===== src/rtl/serial_adder.sv =====
// Bit-serial WIDTH-bit adder: one full-adder slice plus a carry flop, LSB first.
// A start/busy/done handshake wraps the WIDTH-cycle addition.
module serial_adder #(
  parameter int unsigned WIDTH = 8
) (
  input  logic             clk,
  input  logic             rst_n,
  input  logic             start,
  input  logic [WIDTH-1:0] a,
  input  logic [WIDTH-1:0] b,
  input  logic             cin,
  output logic             busy,
  output logic             done,
  output logic [WIDTH-1:0] sum,
  output logic             cout
);

  // One spare counter bit so out-of-range codes exist and can be trapped.
  localparam int unsigned     CntW    = $clog2(WIDTH + 1);
  localparam logic [CntW-1:0] LastCnt = CntW'(WIDTH - 1);

  typedef enum logic [1:0] {
    StIdle = 2'b00,
    StAdd  = 2'b01,
    StDone = 2'b10
  } state_e;

  state_e           state_q, state_d;
  logic [WIDTH-1:0] a_q, a_d;
  logic [WIDTH-1:0] b_q, b_d;
  logic [WIDTH-1:0] res_q, res_d;
  logic [WIDTH-1:0] sum_q, sum_d;
  logic             carry_q, carry_d;
  logic             cout_q, cout_d;
  logic [CntW-1:0]  cnt_q, cnt_d;

  logic             fa_sum;
  logic             fa_carry;
  logic [WIDTH-1:0] a_shift;
  logic [WIDTH-1:0] b_shift;
  logic [WIDTH-1:0] res_shift;

  // Single full-adder slice on the operand LSBs and the running carry.
  always_comb begin
    fa_sum   = a_q[0] ^ b_q[0] ^ carry_q;
    fa_carry = (a_q[0] & b_q[0]) | (carry_q & (a_q[0] ^ b_q[0]));
  end

  // Shift forms written without part-selects so WIDTH=1 stays legal.
  always_comb begin
    a_shift              = a_q >> 1;
    b_shift              = b_q >> 1;
    res_shift            = res_q >> 1;
    res_shift[WIDTH-1]   = fa_sum;
  end

  always_comb begin
    state_d = state_q;
    a_d     = a_q;
    b_d     = b_q;
    res_d   = res_q;
    sum_d   = sum_q;
    carry_d = carry_q;
    cout_d  = cout_q;
    cnt_d   = cnt_q;

    unique case (state_q)
      StIdle: begin
        if (start) begin
          a_d     = a;
          b_d     = b;
          carry_d = cin;
          res_d   = '0;
          cnt_d   = '0;
          state_d = StAdd;
        end
      end

      StAdd: begin
        if (cnt_q > LastCnt) begin
          state_d = StIdle;
        end else begin
          a_d     = a_shift;
          b_d     = b_shift;
          res_d   = res_shift;
          carry_d = fa_carry;
          cnt_d   = cnt_q + CntW'(1);
          // Result registers only move on the final bit.
          if (cnt_q == LastCnt) begin
            sum_d   = res_shift;
            cout_d  = fa_carry;
            state_d = StDone;
          end
        end
      end

      StDone: begin
        state_d = StIdle;
      end

      default: begin
        state_d = StIdle;
      end
    endcase
  end

  always_ff @(posedge clk or negedge rst_n) begin
    if (!rst_n) begin
      state_q <= StIdle;
      a_q     <= '0;
      b_q     <= '0;
      res_q   <= '0;
      sum_q   <= '0;
      carry_q <= 1'b0;
      cout_q  <= 1'b0;
      cnt_q   <= '0;
    end else begin
      state_q <= state_d;
      a_q     <= a_d;
      b_q     <= b_d;
      res_q   <= res_d;
      sum_q   <= sum_d;
      carry_q <= carry_d;
      cout_q  <= cout_d;
      cnt_q   <= cnt_d;
    end
  end

  assign busy = (state_q == StAdd);
  assign done = (state_q == StDone);
  assign sum  = sum_q;
  assign cout = cout_q;

endmodule


===== config.mk =====
export PLATFORM = sky130hd
export DESIGN_NAME = serial_adder
export DESIGN_NICKNAME = d
export VERILOG_FILES = /design/src/rtl/serial_adder.sv
export SDC_FILE = /design/constraint.sdc
export NUM_CORES = 1
export LEC_CHECK = 0
export CAP_MARGIN = 10
export CELL_PAD_IN_SITES_DETAIL_PLACEMENT = 1
export CELL_PAD_IN_SITES_GLOBAL_PLACEMENT = 2
export CORE_MARGIN = 2
export CORE_UTILIZATION = 30
export CTS_CLUSTER_DIAMETER = 30
export DETAILED_ROUTE_END_ITERATION = 6
export PLACE_DENSITY = 0.69
export SYNTH_ARGS = -nofsm -noshare
export SYNTH_HDL_FRONTEND = slang
export SYNTH_SLANG_ARGS = --single-unit

===== constraint.sdc =====
create_clock -name clk -period 2.11 [get_ports clk]
set_input_delay 0.211 -clock clk [delete_from_list [all_inputs] [get_ports clk]]
set_output_delay 0.211 -clock clk [all_outputs]
set_load 0.01 [all_outputs]

==> results.toml <==
[status]
outcome = "finished, final reports clean"

[grt]
grt_max_degree = 40
grt_pass1_wl_um = 6534
overflow = 0
antenna_found_initial = 0
grt_pass1_vias = 1294
track_usage = 0.1171

[clocking]
numCtsBuffers = 5
h-tree-depth = 2
cts_setup_buffers = 0
cts_resized = 0
clk_pin_slew_ps = 70
cts_sinks = 39
clock_path_buffers = 2
cts_tree = "done"
cts_hold_buf = 0
cts_root_buffer = "clkbuf_8"
clk_latency_ps = 280

[layout]
syn_to_final_growth_pct = 23.07
multi_input_area_um2 = 815.8
drive_gt1_frac = 0.3293
seq_area_um2 = 975.9
nFillCells = 652
antenna_cells = 0
fin_util = 0.3855
finish.net_count = 185
final_area_um2 = 2296

[sta]
setup_viol = 0
worstMarginPinSlew_ps = 863.6
finalHoldViolCount = 0
period_share = 0.9419
min_period_ps = 1987
fin_skew_ps = 5.903
setup_tns_ps = 0
hold_slack_ps = 33.12
slew_headroom = 0.4243
slew_violations = 0
fmax_ghz = 0.5032
rsz0062_at_grt = "false"

[routing]
ant_nets = 0
highest_layer = "met4"
firstDrtPassIters = 2
dr_wl_met2_um = 1764
vias = 1099
wl_um = 3653
drc_errors = 0
dr_wl_met3_um = 164
drt-initial-drc-count = 35
routed_via_density = 4.598
wl_per_cell_um = 15.28
drt-met1-wl_um = 1665

[worst_setup_path]
worst_ep_arrival_time_ps = 1780
cp.required_ps = 1900
crit_path_end_kind = "primary output"
worstSetupStartpointType = "flop"
cpPeakStageDelay_ps = 600
worstSetupPathType = "reg -> out"
cp_max_fo = 10
slowest_stage = "clkdlybuf4s50_1"
worstPathCellList = "nor2b_4, clkdlybuf4s50_1"
worst-path-buf-inv = 1
critPathTopFamily = "buffers and inverters"
reg2reg_slack_ps = 310

[power_and_ir_drop]
powerDensity_nw_per_um2 = 1418
power_mw = 3.255
leakagePower_nw = 1.067
ir_worst_vdd_mv = 0.4359

[worst_hold_path]
min_path_type = "in -> async"

[place]
io_buffers = 30
gp_congestion = 0.6979
post_dp_cell_area_um2 = 2215
hpwl_um = 2486

[logic_synthesis]
synthCells = 129
syn_avg_cell_area_um2 = 14.46
synth_seq_area_share = 0.5231
ys_ff_latch = 39
yosysTopAreaCell = "dfrtp_1"
synth_cell_types = 25
synth_fp_nets = 151
synthTopCellsByArea = "dfrtp_1, mux2_4, mux2_2"
yosysWarnings = 0
synth_top_area_share = 0.5231
synth_area_um2 = 1866

[floorplan]
rows = 28
dieHeight_um = 82.86
io_pins = 31
start_util = 0.3132
fp.dieW_um = 82.86
dieArea_um2 = 6865
core_area_um2 = 5956

[run]
maxCapViolations = 0
## cells in the final DEF (no fill, tap or decap), types with 2 or more instances in the layout
cell              n
inv_1             3
clkbuf_1          2
dfrtp_1          39
mux2_4           18
nand2_1           4
nor2b_1           7
a21oi_1           3
a21o_1            2
o21ai_0           4
mux2_2           22
buf_4             3
clkdlybuf4s50_1  29
nor2_1            3
clkbuf_8          5
a22o_1            8
## cell usage after synthesis
master / count
buf_12: 1
ha_1: 1
inv_1: 3
a21o_1: 2
nor2_1: 3
a31oi_1: 1
nor2b_1: 7
clkbuf_1: 1
fa_1: 1
o21ai_0: 4
mux2_4: 18
o22ai_1: 1
a21oi_2: 1
nor2b_4: 1
nand2_1: 4
mux2i_1: 1
nand2b_4: 1
buf_6: 3
nand3_2: 1
a22o_1: 8
a21oi_1: 3
dfrtp_1: 39
mux2_2: 22
nand2b_1: 1
buf_2: 1
## path summary, 6_finish.rpt
path                                        startpoint                    to  cells past startpoint
max in group asynchronous                        rst_n  cnt_q[2]$_DFFE_PN0P_                      1
worst min register to register      b_q[2]$_DFFE_PN0P_    b_q[2]$_DFFE_PN0P_                      1
worst min-delay path                             rst_n    a_q[2]$_DFFE_PN0P_                      1
worst max register to register  state_q[0]$_DFFE_PN0P_    a_q[3]$_DFFE_PN0P_                      4
worst max-delay path            state_q[0]$_DFFE_PN0P_                  busy                      2
min in group clk                    b_q[2]$_DFFE_PN0P_    b_q[2]$_DFFE_PN0P_                      1
## flip-flops by register name, summed over array words and instances, names as in the netlist
signal / count
a_q: 8
b_q: 8
carry_q: 1
cnt_q: 4
cout: 1
res_q: 7
state_q: 2
sum: 8
## per-layer routing
layer  vias up  track usage
li1        522            -
met1       544       0.1543
met2        25       0.1855
met3         8      0.02982
met4         0      0.04471
met5         -            0
## report_power, final
part	total (mW)	internal (mW)	leakage [nW]	switching, mW
clock	0.471	0.232	0.0422	0.240
sequential	1.29	1.06	0.499	0.227
combinational	1.50	0.943	0.527	0.555
total	3.26	2.23	1.07	1.02
## logic make-up after synthesis
kind of cell | Yosys count | synth area share
mux | 41 | 0.2830
flops | 39 | 0.5231
compound gates | 20 | 0.07579
simple gates | 18 | 0.06103
buf+inv | 9 | 0.03956
fa+ha+maj | 2 | 0.01744
## worst register-to-register path, stage by stage (launching register included)
cell and delay (ps):
dfrtp_1 510, nor2b_4 390, buf_4 230, mux2_4 300
mux2_4 260
## layout make-up
| type | count | share of cell area |
|---|---|---|
| Sequential cell | 39 | 0.4251 |
| Multi-Input combinational cell | 81 | 0.3553 |
| Timing Repair Buffer | 33 | 0.1384 |
| Tap cell | 75 | 0.04087 |
| Clock buffer | 7 | 0.03324 |
| Inverter | 3 | 0.004905 |
| Clock inverter | 1 | 0.002180 |
## through the flow
stage / std cells / setup slack, ps
3_5_place_dp: 231 / 296.8
4_1_cts: 239 / 87.91
6_report: 239 / 122.7
3_3_place_gp: 231 / 348.1
5_1_grt: 239 / 8.996
2_1_floorplan: 129 / 562.2
(Power assumes the default switching activity.)
